[config.mk]
export PLATFORM = sky130hd
export DESIGN_NAME = wb_arbiter
export DESIGN_NICKNAME = d
export VERILOG_FILES = /design/src/rtl/wb_arbiter.sv
export SDC_FILE = /design/constraint.sdc
export NUM_CORES = 1
export LEC_CHECK = 0
export ABC_CLOCK_PERIOD_IN_PS = 2540
export CORE_MARGIN = 4
export CORE_UTILIZATION = 45
export DETAILED_ROUTE_END_ITERATION = 8
export GPL_TIMING_DRIVEN = 0
export PLACE_DENSITY_LB_ADDON = 0.08
export RECOVER_POWER = 100
export SYNTH_ARGS = -nofsm -noshare
export SYNTH_HDL_FRONTEND = slang
export SYNTH_SLANG_ARGS = --single-unit
[constraint.sdc]
create_clock -name r_clk -period 2.54 [get_ports r_clk]
set_input_delay 0.508 -clock r_clk [delete_from_list [all_inputs] [get_ports r_clk]]
set_output_delay 0.508 -clock r_clk [all_outputs]
set_load 0.005 [all_outputs]
[src/rtl/wb_arbiter.sv]
`default_nettype none
// ============================================================================
//  Module   : wb_arbiter
//  Purpose  : Writeback initiator for the register file write port. Collects
//             results from the ALU and the load unit through valid/ready
//             handshakes. Load data is aligned and extended when it is
//             captured. Each source has its own FIFO. One registered write is
//             issued per cycle. The load FIFO has priority, but the ALU is
//             guaranteed at least one slot in three.
//  Ports    : r_clk, r_rst (async, active-low)
//             alu_valid/alu_ready/alu_rd/alu_data           ALU result input
//             ld_valid/ld_ready/ld_rd/ld_funct3/ld_addr_lo/ld_rdata
//                                                            load result input
//             wb_we/wb_addr_rd/wb_data_rd                   register file write
//             ld_err   one-cycle pulse after capturing an illegal funct3
//             busy     any FIFO non-empty or a write in flight
//  Revision : 1.0  initial release
// ============================================================================
module wb_arbiter #(
    parameter int DWIDTH = 32,  // load extension assumes 32
    parameter int AWIDTH = 5,
    parameter int DEPTH  = 2    // power of 2, >= 2
) (
    input  logic              r_clk,
    input  logic              r_rst,
    input  logic              alu_valid,
    output logic              alu_ready,
    input  logic [AWIDTH-1:0] alu_rd,
    input  logic [DWIDTH-1:0] alu_data,
    input  logic              ld_valid,
    output logic              ld_ready,
    input  logic [AWIDTH-1:0] ld_rd,
    input  logic [2:0]        ld_funct3,
    input  logic [1:0]        ld_addr_lo,
    input  logic [DWIDTH-1:0] ld_rdata,
    output logic              wb_we,
    output logic [AWIDTH-1:0] wb_addr_rd,
    output logic [DWIDTH-1:0] wb_data_rd,
    output logic              ld_err,
    output logic              busy
);
    localparam int EW = AWIDTH + DWIDTH;
    localparam int PW = $clog2(DEPTH);
    localparam int CW = $clog2(DEPTH + 1);
    localparam logic [CW-1:0] C_FULL    = CW'(DEPTH);
    localparam logic [1:0]    C_STARVE  = 2'd2;
    localparam int            C_SRC_ALU = 0;
    localparam int            C_SRC_LD  = 1;

    // ------------------------------------------------------------------
    // Load alignment / extension (done before the FIFO)
    // ------------------------------------------------------------------
    logic [7:0]        w_ld_byte;
    logic [15:0]       w_ld_half;
    logic [DWIDTH-1:0] w_ld_ext;
    logic              w_ld_illegal;

    always_comb begin
        w_ld_byte    = ld_rdata[{ld_addr_lo, 3'b000} +: 8];
        w_ld_half    = ld_rdata[{ld_addr_lo[1], 4'b0000} +: 16];
        w_ld_ext     = ld_rdata;
        w_ld_illegal = 1'b0;
        case (ld_funct3)
            3'b000:  w_ld_ext = {{(DWIDTH-8){w_ld_byte[7]}}, w_ld_byte};
            3'b001:  w_ld_ext = {{(DWIDTH-16){w_ld_half[15]}}, w_ld_half};
            3'b010:  w_ld_ext = ld_rdata;
            3'b100:  w_ld_ext = {{(DWIDTH-8){1'b0}}, w_ld_byte};
            3'b101:  w_ld_ext = {{(DWIDTH-16){1'b0}}, w_ld_half};
            default: begin
                // Unknown encodings are written back as a full word.
                w_ld_ext     = ld_rdata;
                w_ld_illegal = 1'b1;
            end
        endcase
    end

    // ------------------------------------------------------------------
    // Per-source FIFOs: index 0 = ALU, index 1 = load
    // ------------------------------------------------------------------
    logic [EW-1:0] w_fifo_in  [2];
    logic [EW-1:0] w_fifo_out [2];
    logic [1:0]    w_push;
    logic [1:0]    w_pop;
    logic [1:0]    w_full;
    logic [1:0]    w_empty;
    logic          w_alu_ready;
    logic          w_ld_ready;

    // Ready depends only on the registered count. It is also held low
    // while reset is asserted, because nothing can be captured then.
    assign w_alu_ready = r_rst & ~w_full[C_SRC_ALU];
    assign w_ld_ready  = r_rst & ~w_full[C_SRC_LD];
    assign alu_ready   = w_alu_ready;
    assign ld_ready    = w_ld_ready;

    assign w_push[C_SRC_ALU]    = alu_valid & w_alu_ready;
    assign w_push[C_SRC_LD]     = ld_valid & w_ld_ready;
    assign w_fifo_in[C_SRC_ALU] = {alu_rd, alu_data};
    assign w_fifo_in[C_SRC_LD]  = {ld_rd, w_ld_ext};

    for (genvar gi = 0; gi < 2; gi++) begin : g_fifo
        logic [EW-1:0] mem_q [DEPTH];
        logic [PW-1:0] wr_ptr_q, wr_ptr_d;
        logic [PW-1:0] rd_ptr_q, rd_ptr_d;
        logic [CW-1:0] count_q, count_d;

        // Pointers wrap naturally since DEPTH is a power of two.
        always_comb begin
            wr_ptr_d = wr_ptr_q;
            rd_ptr_d = rd_ptr_q;
            count_d  = count_q;
            if (w_push[gi]) wr_ptr_d = wr_ptr_q + PW'(1);
            if (w_pop[gi])  rd_ptr_d = rd_ptr_q + PW'(1);
            case ({w_push[gi], w_pop[gi]})
                2'b10:   count_d = count_q + CW'(1);
                2'b01:   count_d = count_q - CW'(1);
                default: count_d = count_q;
            endcase
        end

        always_ff @(posedge r_clk or negedge r_rst) begin
            if (!r_rst) begin
                wr_ptr_q <= '0;
                rd_ptr_q <= '0;
                count_q  <= '0;
            end else begin
                wr_ptr_q <= wr_ptr_d;
                rd_ptr_q <= rd_ptr_d;
                count_q  <= count_d;
            end
        end

        // Storage needs no reset; validity is tracked by count_q.
        always_ff @(posedge r_clk) begin
            if (w_push[gi]) mem_q[wr_ptr_q] <= w_fifo_in[gi];
        end

        assign w_fifo_out[gi] = mem_q[rd_ptr_q];
        assign w_full[gi]     = (count_q == C_FULL);
        assign w_empty[gi]    = (count_q == '0);
    end

    // ------------------------------------------------------------------
    // Arbitration: the load FIFO wins unless the ALU has waited twice
    // ------------------------------------------------------------------
    logic [1:0] starve_q, starve_d;
    logic       w_alu_grant;
    logic       w_ld_grant;

    assign w_alu_grant = ~w_empty[C_SRC_ALU] &
                         (w_empty[C_SRC_LD] | (starve_q == C_STARVE));
    assign w_ld_grant  = ~w_empty[C_SRC_LD] & ~w_alu_grant;
    assign w_pop[C_SRC_ALU] = w_alu_grant;
    assign w_pop[C_SRC_LD]  = w_ld_grant;

    // Resetting on a grant keeps the counter at or below C_STARVE.
    always_comb begin
        starve_d = starve_q;
        if (w_alu_grant)
            starve_d = '0;
        else if (!w_empty[C_SRC_ALU])
            starve_d = starve_q + 2'd1;
    end

    // ------------------------------------------------------------------
    // Output register
    // ------------------------------------------------------------------
    logic              wb_we_q,   wb_we_d;
    logic [AWIDTH-1:0] wb_addr_q, wb_addr_d;
    logic [DWIDTH-1:0] wb_data_q, wb_data_d;
    logic              ld_err_q,  ld_err_d;
    logic [EW-1:0]     w_sel;

    always_comb begin
        w_sel     = w_ld_grant ? w_fifo_out[C_SRC_LD] : w_fifo_out[C_SRC_ALU];
        wb_we_d   = 1'b0;
        wb_addr_d = wb_addr_q;
        wb_data_d = wb_data_q;
        if (w_alu_grant || w_ld_grant) begin
            // x0 entries are consumed but never written.
            wb_we_d   = (w_sel[EW-1 -: AWIDTH] != '0);
            wb_addr_d = w_sel[EW-1 -: AWIDTH];
            wb_data_d = w_sel[DWIDTH-1:0];
        end
        ld_err_d = w_push[C_SRC_LD] & w_ld_illegal;
    end

    always_ff @(posedge r_clk or negedge r_rst) begin
        if (!r_rst) begin
            starve_q  <= '0;
            wb_we_q   <= 1'b0;
            wb_addr_q <= '0;
            wb_data_q <= '0;
            ld_err_q  <= 1'b0;
        end else begin
            starve_q  <= starve_d;
            wb_we_q   <= wb_we_d;
            wb_addr_q <= wb_addr_d;
            wb_data_q <= wb_data_d;
            ld_err_q  <= ld_err_d;
        end
    end

    assign wb_we      = wb_we_q;
    assign wb_addr_rd = wb_addr_q;
    assign wb_data_rd = wb_data_q;
    assign ld_err     = ld_err_q;
    assign busy       = ~w_empty[C_SRC_ALU] | ~w_empty[C_SRC_LD] | wb_we_q;

endmodule
`default_nettype wire

==> results.py <==
metrics = {
    "route": {
        "initialDrtViolationCount": 288,
        "detail_route.drc_violations": 0,
        "wl_um": 19100,
        "avgViaCountPerCell": 5.34,
        "wire_per_inst_um": 20.1,
        "route.vias.total": 5069,
        "detail-route-antenna-nets": 0,
        "detail_route.first_pass.iterations": 4,
    },
    "cells_and_area": {
        "antennaDiodeCount": 0,
        "fin_nets": 795,
        "utilization_after_layout_pct": 58.1,
        "areaGrowthSynthToFinish_pct": 26.3,
        "drive_above_1_share_pct": 14.0,
        "final-instance-count-excl-fill": 950,
    },
    "sta": {
        "worst_hold_slack_ns": 0.116,
        "number_of_setup_violations_in_the_final_report": 0,
        "totalNegativeSetupSlack_ns": 0,
        "report.final.slew_viol_count": 0,
        "timing.final.crit_share_pct": 93.7,
        "clock_skew_ns": 0.00877,
        "timing_hold_violations_final": 0,
        "max-slew-margin-rel_pct": 38.1,
        "max_clock_freq_mhz": 420,
        "pin_slew_with_the_least_headroom_to_its_limit_ns": 0.929,
        "rsz_0062_raised_after_global_routing": "false",
        "time_the_worst_path_needs_with_i_o_delays_and_setup_ns": 2.38,
    },
    "clock_network": {
        "cts_tree": "built",
        "clock_tree.buffer_depth": 2,
        "cts.reportedPaths.clkPinSlew_ns": 0.07,
        "skew_pair_late_insertion_delay_ns": 0.43,
        "num_clock_sinks": 197,
        "clk_root_buffer_cell": "clkbuf_16",
        "htree_levels": 4,
        "cts-buffers-inserted": 17,
    },
    "logic_synthesis": {
        "synth-seq-area-share_pct": 68.4,
        "synth_cells": 556,
        "yosys_warnings": 0,
        "synth_top_area_cell": "edfxtp_1",
        "synth-seq-cells": 197,
        "ys_top_cells_by_area": "edfxtp_1, dfrtp_1, mux2i_1",
        "synth_area_mm2": 0.00829,
        "syn_nets": 642,
        "synth_top_cell_area_share_pct": 53.6,
        "synth-edff-count": 148,
        "netlist-cell-type-count": 40,
        "ys.flop_type": "edfxtp_1",
        "async_flop_share_pct": 24.9,
        "synth_area_per_cell_um2": 14.9,
    },
    "critical_path": {
        "critical_path.endpoint_type": "register",
        "critical_path_required_ns": 2.89,
        "crit_path_cell_trace": "or2_0 > clkbuf_4 > a21oi_1 > buf_6 > ha_1 > nor2_1 > xor2_1",
        "critical_path.max_stage_delay_ns": 0.61,
        "cpMaxStageDelayCell": "a21oi_1",
        "critPathMaxFanout": 10,
        "startpoint_type": "register",
        "setup.worst_path.class": "reg -> reg",
        "worst-r2r-setup-slack_ns": 0.16,
        "cp_data_arrival_time_ns": 2.73,
    },
    "die": {
        "io_pins": 125,
        "die_h_um": 144,
        "floorplan.initialDensity_pct": 46.0,
        "placementRows": 49,
        "design.core.area_mm2": 0.0180,
        "die_w_um": 144,
        "fp.dieArea_mm2": 0.0207,
    },
    "run": {
        "max_cap_viol_count": 0,
    },
    "power_and_ir_drop": {
        "leakagePower_nw": 3.98,
        "report.power.total_mw": 10.8,
        "power.density_mw_per_mm2": 1030,
        "vdd.ir_drop.worst_mv": 0.565,
    },
    "place": {
        "dp.final_hpwl_um": 13800,
        "placed_cells_incl_taps": 912,
        "gp_congestion": 0.821,
        "port_buffers": 123,
    },
    "grt": {
        "groute.usage.overall_pct": 19.3,
        "grt_antenna_before_repair": 0,
        "globalRoute.totalOverflow": 0,
        "grt_pass1_wl_um": 29800,
        "first_global_vias": 5289,
        "grt_max_degree": 39,
    },
    "min_path": {
        "worst_hold_path_type": "in -> async",
    },
    "status": {
        "status": "finished clean",
    },
}
==> per-layer routing <==
metal	track usage (%)	routed length, um	vias to the layer above
met1	27.0	8830	2526
met5	0	0	-
met4	6.39	384	0
met2	30.3	9000	138
li1	-	-	2379
met3	4.09	860	26
==> worst max-delay path: cells and delay by family (launching register included) <==
family,cells,cell delay (ns)
fa+ha+maj,1,0.27
flops,1,0.42
xor+xnor,1,0.17
buf+inv,2,0.41
compound gates,1,0.61
simple gates,2,0.41
==> placed cells by master (no fill, tap or decap), drive strengths merged <==
cell	n
mux4	1
nor2b	1
nor3	8
dfrtp	49
edfxtp	148
nand3	1
nand2b	3
a21boi	2
dlymetal6s2s	1
buf	30
o21ai	40
clkinv	4
nand2	76
clkbuf	32
a21oi	11
nand3b	1
nor4	3
mux2i	78
nor2	12
xor2	4
a211oi	1
and3	2
a22o	8
clkdlybuf4s50	38
clkinvlp	2
a311oi	1
ha	3
or2	1
a221o	8
nor4b	1
dlygate4sd3	84
xnor2	6
o22a	8
bufinv	1
inv	11
mux2	40
a31oi	1
==> power breakdown <==
part           leakage [nW]  switching, mW  internal (mW)
clock                 0.272           1.20           1.39
sequential             1.93          0.295           4.25
combinational          1.78           1.81           1.87
==> final timing paths <==
path	startpoint	endpoint	cells past startpoint
max in group asynchronous	r_rst	wb_data_rd[15]	2
max reg2reg	g_fifo[0].count_q[0]	g_fifo[1].count_q[1]	7
min in group r_clk	wb_addr_rd[0]	wb_addr_rd[0]	2
max	g_fifo[0].count_q[0]	g_fifo[1].count_q[1]	7
min	r_rst	wb_data_rd[28]	2
min reg2reg	wb_addr_rd[0]	wb_addr_rd[0]	2
==> cells by family (layout without fill, tap and decap cells) <==
family | Yosys count | count (layout) | synth area share, %
multiplexers | 119 | 119 | 15.1
AO/OA/AOI/OAI | 80 | 80 | 6.46
flip-flops | 197 | 197 | 68.4
adder cells (fa/ha/maj) | 3 | 3 | 0.453
AND/OR/NAND/NOR | 109 | 109 | 5.83
buffers and inverters | 38 | 203 | 2.67
XOR/XNOR | 10 | 10 | 1.06
==> state kept, by name, indices dropped and copies added, names as in the netlist <==
| signal | flops |
|---|---|
| g_fifo.count_q | 4 |
| g_fifo.mem_q | 148 |
| g_fifo.rd_ptr_q | 2 |
| g_fifo.wr_ptr_q | 2 |
| ld_err | 1 |
| starve_q | 2 |
| wb_addr_rd | 5 |
| wb_data_rd | 32 |
| wb_we | 1 |
==> per-stage QoR <==
| step | cell area [um^2] | worst slack (ns) |
|---|---|---|
| 6_report | 10500 | 0.160 |
| 5_1_grt | 10500 | 0.0258 |
| 4_1_cts | 10500 | 0.00556 |
| 3_5_place_dp | 9900 | -0.320 |
| 3_3_place_gp | 9810 | -2.94 |
| 2_1_floorplan | 8290 | 0.155 |
==> timing repair <==
item	4_1_cts	5_1_grt
hold endpoints to repair	13	0
pin swaps	0	2
setup endpoints to repair	3	1
buffers inserted	1	5
resized for setup	2	2
hold buffers	1	0
==> synth_stat cells, drive strengths merged, types with 2 or more instances <==
cell type    n
edfxtp     148
mux2i       78
nand2       76
dfrtp       49
mux2        40
o21ai       40
buf         23
nor2        12
a21oi       11
clkbuf      10
a221o        8
a22o         8
nor3         8
o22a         8
xnor2        6
inv          5
xor2         4
ha           3
nand2b       3
nor4         3
a21boi       2
and3         2
==> layout make-up <==
type,instances,area (um^2)
multi-input combinational,321,2380
fill,1433,7550
tap,229,287
buffer,33,204
clock inverter,13,124
sequential,197,5670
timing repair buffer,134,1350
inverter,5,18.8
clock buffer,18,439
Note: power is estimated with default switching activity, not from simulation.
